==> src/rtl/seq_detect_param_if.sv <==
// Symbol stream, pattern load and status bundle for seq_detect_param.
// master drives symbols/controls, slave is the detector.
interface seq_detect_param_if #(
  parameter int unsigned SYM_W = 2,
  parameter int unsigned DEPTH = 4,
  parameter int unsigned CNT_W = 8
) ();
  localparam int unsigned FILL_W = $clog2(DEPTH + 1);

  logic                     sym_valid;
  logic [SYM_W-1:0]         sym;
  logic                     pat_load;
  logic [SYM_W*DEPTH-1:0]   pat_in;
  logic                     overlap;
  logic                     clr_cnt;
  logic                     match;
  logic [CNT_W-1:0]         match_cnt;
  logic [FILL_W-1:0]        fill;

  modport master (
    output sym_valid, sym, pat_load, pat_in, overlap, clr_cnt,
    input  match, match_cnt, fill
  );

  modport slave (
    input  sym_valid, sym, pat_load, pat_in, overlap, clr_cnt,
    output match, match_cnt, fill
  );
endinterface

==> src/rtl/seq_detect_param.sv <==
// Streaming detector: compares the last DEPTH accepted symbols against a loadable
// pattern, pulses match for one cycle per hit and keeps a saturating hit count.
module seq_detect_param #(
  parameter int unsigned          SYM_W   = 2,
  parameter int unsigned          DEPTH   = 4,
  parameter int unsigned          CNT_W   = 8,
  parameter logic [SYM_W*DEPTH-1:0] PAT_RST = '0
) (
  input  logic              clk,
  input  logic              reset,
  seq_detect_param_if.slave bus
);
  localparam int unsigned HIST_W = SYM_W * DEPTH;
  localparam int unsigned FILL_W = $clog2(DEPTH + 1);
  localparam logic [FILL_W-1:0] FILL_FULL = FILL_W'(DEPTH);

  logic [HIST_W-1:0] pat_q, pat_d;
  logic [HIST_W-1:0] hist_q, hist_d;
  logic [FILL_W-1:0] fill_q, fill_d;
  logic              match_q, match_d;
  logic [CNT_W-1:0]  cnt_q, cnt_d;

  logic [HIST_W-1:0] hist_shift;
  logic [FILL_W-1:0] fill_inc;
  logic              hit;

  // Truncating the concatenation drops the oldest symbol; also covers DEPTH=1.
  assign hist_shift = HIST_W'({hist_q, bus.sym});
  assign fill_inc   = (fill_q == FILL_FULL) ? FILL_FULL : fill_q + FILL_W'(1);
  assign hit        = bus.sym_valid && !bus.pat_load &&
                      (fill_inc == FILL_FULL) && (hist_shift == pat_q);

  always_comb begin
    pat_d   = pat_q;
    hist_d  = hist_q;
    fill_d  = fill_q;
    match_d = 1'b0;
    cnt_d   = cnt_q;

    if (bus.pat_load) begin
      pat_d  = bus.pat_in;
      fill_d = '0;
    end else if (bus.sym_valid) begin
      hist_d = hist_shift;
      fill_d = fill_inc;
      if (hit) begin
        match_d = 1'b1;
        if (cnt_q != {CNT_W{1'b1}}) begin
          cnt_d = cnt_q + CNT_W'(1);
        end
        // Non-overlapping: stale history stays in hist but is ignored until refilled.
        if (!bus.overlap) begin
          fill_d = '0;
        end
      end
    end

    if (bus.clr_cnt) begin
      cnt_d = '0;
    end
  end

  always_ff @(posedge clk or negedge reset) begin
    if (!reset) begin
      pat_q   <= PAT_RST;
      hist_q  <= '0;
      fill_q  <= '0;
      match_q <= 1'b0;
      cnt_q   <= '0;
    end else begin
      pat_q   <= pat_d;
      hist_q  <= hist_d;
      fill_q  <= fill_d;
      match_q <= match_d;
      cnt_q   <= cnt_d;
    end
  end

  assign bus.match     = match_q;
  assign bus.match_cnt = cnt_q;
  assign bus.fill      = fill_q;
endmodule

==> src/flat_wrapper.sv <==
// flat-port wrapper written by rule: the top's interface ports become plain ports
module seq_detect_param_flat 
#(
  parameter int unsigned          SYM_W   = 2,
  parameter int unsigned          DEPTH   = 4,
  parameter int unsigned          CNT_W   = 8,
  parameter logic [SYM_W*DEPTH-1:0] PAT_RST = '0
)
  (clk, reset, bus_sym_valid, bus_sym, bus_pat_load, bus_pat_in, bus_overlap, bus_clr_cnt, bus_match, bus_match_cnt, bus_fill);
  seq_detect_param_if #(.SYM_W(SYM_W), .DEPTH(DEPTH), .CNT_W(CNT_W)) bus_i ();
  input  logic clk;
  input  logic reset;
  input wire logic [$bits(bus_i.sym_valid)-1:0] bus_sym_valid;
  input wire logic [$bits(bus_i.sym)-1:0] bus_sym;
  input wire logic [$bits(bus_i.pat_load)-1:0] bus_pat_load;
  input wire logic [$bits(bus_i.pat_in)-1:0] bus_pat_in;
  input wire logic [$bits(bus_i.overlap)-1:0] bus_overlap;
  input wire logic [$bits(bus_i.clr_cnt)-1:0] bus_clr_cnt;
  output wire logic [$bits(bus_i.match)-1:0] bus_match;
  output wire logic [$bits(bus_i.match_cnt)-1:0] bus_match_cnt;
  output wire logic [$bits(bus_i.fill)-1:0] bus_fill;
  assign bus_i.sym_valid = bus_sym_valid;
  assign bus_i.sym = bus_sym;
  assign bus_i.pat_load = bus_pat_load;
  assign bus_i.pat_in = bus_pat_in;
  assign bus_i.overlap = bus_overlap;
  assign bus_i.clr_cnt = bus_clr_cnt;
  assign bus_match = bus_i.match;
  assign bus_match_cnt = bus_i.match_cnt;
  assign bus_fill = bus_i.fill;
  seq_detect_param #(.SYM_W(SYM_W), .DEPTH(DEPTH), .CNT_W(CNT_W), .PAT_RST(PAT_RST)) u_core (.clk(clk), .reset(reset), .bus(bus_i));
endmodule
==> config.mk <==
export PLATFORM = sky130hd
export DESIGN_NAME = seq_detect_param_flat
export DESIGN_NICKNAME = d
export VERILOG_FILES = /design/src/rtl/seq_detect_param_if.sv /design/src/rtl/seq_detect_param.sv /design/src/flat_wrapper.sv
export SDC_FILE = /design/constraint.sdc
export NUM_CORES = 1
export LEC_CHECK = 0
export CAP_MARGIN = 20
export CORE_MARGIN = 2
export CORE_UTILIZATION = 35
export CTS_BUF_LIST = sky130_fd_sc_hd__clkbuf_16
export CTS_CLUSTER_DIAMETER = 150
export DETAILED_ROUTE_END_ITERATION = 7
export GPL_TIMING_DRIVEN = 0
export SLEW_MARGIN = 20
export SYNTH_ARGS = -nofsm -noshare
export SYNTH_HDL_FRONTEND = slang
export SYNTH_SLANG_ARGS = --single-unit
==> constraint.sdc <==
create_clock -name clk -period 2.3 [get_ports clk]
set_input_delay 0.69 -clock clk [delete_from_list [all_inputs] [get_ports clk]]
set_output_delay 0.69 -clock clk [all_outputs]
set_load 0.005 [all_outputs]
**After elaboration in Yosys (flattened, before gate mapping)**

Index checks and enable logic that the tools add are counted.

- Register bits after elaboration: 26
- Input bits: 16
- Output and inout port bits: 12
- Logic and storage cells: 36

- Add/subtract/negate cells: 2
- Equal/unequal tests: 5
- Mux-type cells: 13
- Bitwise gates (word level): 1
- Reductions and logical operators: 10

Operator list:

| cell | number |
|---|---|
| $mux 8 | 5 |
| $mux 3 | 5 |
| $add 8x1->8 const B | 1 |
| $eq 8x8->1 | 1 |
| $ne 8x8->1 const B | 1 |
| $reduce_bool 2->1 | 4 |
| $eq 3x3->1 const B | 2 |
| $reduce_and 4->1 | 1 |
| $add 3x1->3 const B | 1 |
| $logic_and 1x1->1 | 3 |
| $mux 1 | 3 |
| $ne 2x1->1 const B | 1 |
| $reduce_and 2->1 | 1 |
| $logic_not 1->1 | 1 |
| $not 1->1 | 1 |

**Logic depth before layout (Yosys ltp)**

- Depth in word-level cells: 9
- Depth in mapped cells: 8
- Depth with buffers taken out: 7

**Worst setup path after synthesis**

Ideal clock, no wire load.

- Path type: input -> register
- Start: input bus_pat_load
- End: register u_core.cnt_q[4] (netlist: u_core.bus.match_cnt[4])
- Setup time: 0.078 ns
- Data arrival time: 1.919 ns
- Data required time: 2.222 ns
- Path slack: 0.304 ns
- Cell stages on the path: 6
- Path buffers: 1
- Cell sequence: nand2b_1 -> buf_6 -> nor3_4 -> nand4_2 -> or4_1 -> a21oi_1

- Cells in the longest elaborated chain, start to end: 6
- Elaborated cells between the ends (all ways): 7
- Classes of those cells: eq/ne (1); reduce/logical (6)

Ends and longest elaborated chain:

| item | line | source |
|---|---|---|
| start, declared | flat_wrapper.sv:15 | `input wire logic [$bits(bus_i.pat_load)-1:0] bus_pat_load;` |
| $logic_not 1->1 | seq_detect_param.sv:30 | `assign hit = bus.sym_valid && !bus.pat_load &&` |
| $logic_and 1x1->1 (2 in series) | seq_detect_param.sv:30 |  |
| $logic_and 1x1->1 | seq_detect_param.sv:31 | `(fill_inc == FILL_FULL) && (hist_shift == pat_q);` |
| $reduce_bool 2->1 (no line) | -- |  |
| $reduce_and 4->1 (no line) * | -- |  |
| end signal, assigned | seq_detect_param.sv:75 | `cnt_q <= cnt_d;` |
| end, declared | seq_detect_param.sv:21 | `logic [CNT_W-1:0] cnt_q, cnt_d;` |

Every way passes the cells marked *; elsewhere a longest branch is shown, timed or not.
A chain may end at the register's enable or synchronous reset.

**Worst setup path after layout**

- Start: input bus_sym[1]
- End: register u_core.cnt_q[4] (netlist: u_core.bus.match_cnt[4])

- Cells in the longest elaborated chain, start to end: 4

Ends and longest elaborated chain:

| item | line | source |
|---|---|---|
| start, declared | flat_wrapper.sv:14 | `input wire logic [$bits(bus_i.sym)-1:0] bus_sym;` |
| $eq 8x8->1 | seq_detect_param.sv:31 |  |
| $logic_and 1x1->1 | seq_detect_param.sv:31 |  |
| $reduce_bool 2->1 (no line) | -- |  |
| $reduce_and 4->1 (no line) | -- |  |

Every way passes these cells.

==> metrics.md <==
| Metric | Value |
|---|---|
| Total gr overflow | `0` |
| Compound-cell area share of the yosys netlist | `8.08%` |
| Max_cap viols | `0` |
| Port buffer count | `26` |
| First-pass detailed-route iteration total | `4` |
| Clock transition at the registers of the reported paths | `70 ps` |
| Tot GR Track Use | `13.8%` |
| Syn nets | `136` |
| Skew final | `7.16 ps` |
| WL/cell | `13.8 µm` |
| Simple logic cell fraction of the synthesized area | `17.1%` |
| Status | `complete, no violations` |
| CTS H-tree lvls | `1` |
| Via/cell ratio | `5.12` |
| Adder-cell share of the synthesized area | `2.85%` |
| Slew at the pin with the worst max-slew slack | `590 ps` |
| Tot Pwr | `1.21 mW` |
| Hold Violations, Final | `0` |
| Critical Path RT | `2480 ps` |
| Io pins | `28` |
| Clock buffer depth | `2` |
| Post-Synth XOR/XNOR Area | `5.32%` |
| #FFs+latches synth | `26` |
| Multiplexer area fraction after synthesis | `13.5%` |
| Iteration-0 DRC Markers | `40` |
| Relative slew slack | `60.7%` |
| Fin crit period | `2250 ps` |
| Top cell type's share of synthesized area | `49.4%` |
| Nets | `168` |
| Asr flop ratio synth | `100%` |
| Synth area leader | `dfrtp_1` |
| Max frequency | `445 MHz` |
| Post-DP Area | `1630 µm²` |
| Largest family of logic cells by synthesized area | `simple AND/OR/NAND/NOR gates` |
| Die Width | `65.3 µm` |
| Setup TNS | `0 ps` |
| RePlAce Congestion | `0.768` |
| Cell variety after synth | `30` |
| Initial antenna violation count | `0` |
| Arr. time, crit path | `2420 ps` |
| Root buffer cell | `clkbuf_16` |
| Clock Sink Count | `26` |
| Commonest register cell after synthesis | `dfrtp_1` |
| Mapped cell area | `1320 µm²` |
| Top post-synthesis cells by count | `dfrtp_1, mux2_2, xor2_1` |
| Die area | `4270 µm²` |
| Sequential fraction of the synthesis area | `49.4%` |
| CP max-delay cell | `or4_1` |
| HPWL after DPL | `1.91 mm` |
| Slew Limit Fails | `0` |
| Post-synth EDFFs | `0` |
| Remaining DRCs | `0` |
| Largest fanout on the critical path | `5` |
| Vias in the first global route | `1033` |
| Peak VDD IR | `0.311 mV` |
| Syn Inst Count | `117` |
| Worst skew pair latency | `260 ps` |
| RSZ-0062 raised after global routing | `no` |
| Slowest stage delay, CP | `520 ps` |
| Endpoints failing setup | `0` |
| Final Cell Area | `1800 µm²` |
| Crit share post-route | `97.6%` |
| PD cells | `673 nW/µm²` |
| Via Count | `1004` |
| Global-route wire length before repair | `4.59 mm` |
| Die height | `65.3 µm` |
| ANT nets after route | `0` |
| Share of cells above drive strength 1 | `20.9%` |
| CP startpoint kind | `input port` |
| Avg Synthesized Cell Area | `11.3 µm²` |
| Core footprint | `3630 µm²` |
| Synthesis-to-finish area growth | `36.7%` |
| Row cnt | `22` |
| Drt total wl | `2.71 mm` |
| Pleak | `0.756 nW` |
| Num CTS Buffers | `3` |
| WS Path Type | `in -> reg` |
| CTS tree | `yes` |
| Worst hold path type | `in -> async` |
| Initial core utilization | `36.2%` |
| Largest net degree at the start of global routing | `27` |
| Critical Path Sink Type | `register` |
| Largest cells by area after synthesis | `dfrtp_1, mux2_2, xor2_1` |
| Cell with the most instances after synthesis | `dfrtp_1` |
| Crit-path cells | `clkdlybuf4s50_1 -> xor2_1 -> nor4_2 -> nand4_4 -> or4_1 -> a21oi_1` |
| ANT cells | `0` |
| Syn. warnings | `0` |
worst max-delay path: cells and delay by family:
family	cells	cell delay, ps
XOR/XNOR	1	190
AO/OA/AOI/OAI	1	160
buffers and inverters	1	430
AND/OR/NAND/NOR	3	950
registers in the layout, summed over array words and instances (netlist names):
register,cells
u_core.bus.match,1
u_core.pat_q,8
u_core.bus.fill,3
u_core.bus.match_cnt,8
u_core.hist_q,6
stage by stage:
| stage | instances | util [%] | hold WS (ps) | setup slack, ps |
|---|---|---|---|---|
| after floorplan | 117 | - | 394 | 304 |
| after detailed placement | 191 | 44.9 | 518 | -472 |
| final | 196 | 49.5 | 425 | 54.3 |
| after global routing | 196 | 49.5 | 468 | 13.8 |
| after CTS | 195 | 48.6 | 439 | 12.2 |
| after global placement | 191 | 45.0 | 508 | -376 |
per-layer routing:
metal / vias up / routed length [µm] / track usage [%]
li1: 488 / - / -
met5: - / 0 / 0
met3: 2 / 116 / 2.91
met1: 487 / 1190 / 17.3
met2: 27 / 1390 / 24.0
met4: 0 / 18 / 4.17
worst paths after layout:
check | startpoint | endpoint | slack (ps) | cells after the start
max reg2reg | u_core.bus.fill[0] | u_core.bus.match_cnt[4] | 160 | 6
min reg2reg | u_core.pat_q[0] | u_core.pat_q[0] | 530 | 1
max in group asynchronous | reset | u_core.hist_q[0] | 1470 | 1
max | bus_sym[1] | u_core.bus.match_cnt[4] | 50 | 6
min in group clk | u_core.pat_q[0] | u_core.pat_q[0] | 530 | 1
min | reset | u_core.bus.fill[0] | 430 | 1
where the power goes:
part           leakage [nW]  switching, mW  internal [mW]
clock network        0.0511          0.152          0.346
registers             0.331         0.0348          0.500
logic                 0.375         0.0856         0.0928
total                 0.756          0.272          0.939
cell type report:
class | count | area (µm²)
Clock inverter | 1 | 30.0
Multi-Input combinational cell | 80 | 667
Clock buffer | 3 | 75.1
Inverter | 4 | 15.0
Sequential cell | 26 | 651
Tap cell | 48 | 60.1
Buffer | 7 | 37.5
Fill cell | 332 | 1830
Timing Repair Buffer | 27 | 264
timing repair:
item	in CTS	in global routing
pin swaps	2	1
buffers inserted	0	1
hold endpoints to repair	0	0
hold buffers	0	0
resized for setup	7	6
endpoints found under the setup margin	9	7
kinds of logic after synthesis:
logic type,after synthesis
multiplexers,16
buffers and inverters,11
XOR/XNOR,8
AO/OA/AOI/OAI,17
AND/OR/NAND/NOR,36
adder cells (fa/ha/maj),3
flip-flops,26
cells in the final DEF (no fill, tap or decap), types with 3 or more instances in the layout:
master / n
a21oi_1: 6
and3_1: 4
mux2_2: 14
xor2_1: 8
o21ai_0: 3
dfrtp_1: 26
o31ai_1: 3
ha_1: 3
clkdlybuf4s50_1: 23
nand2_1: 3
nand3_1: 7
clkbuf_1: 3
clkbuf_16: 3
inv_1: 4
nor2_1: 7
(Power assumes the default switching activity.)
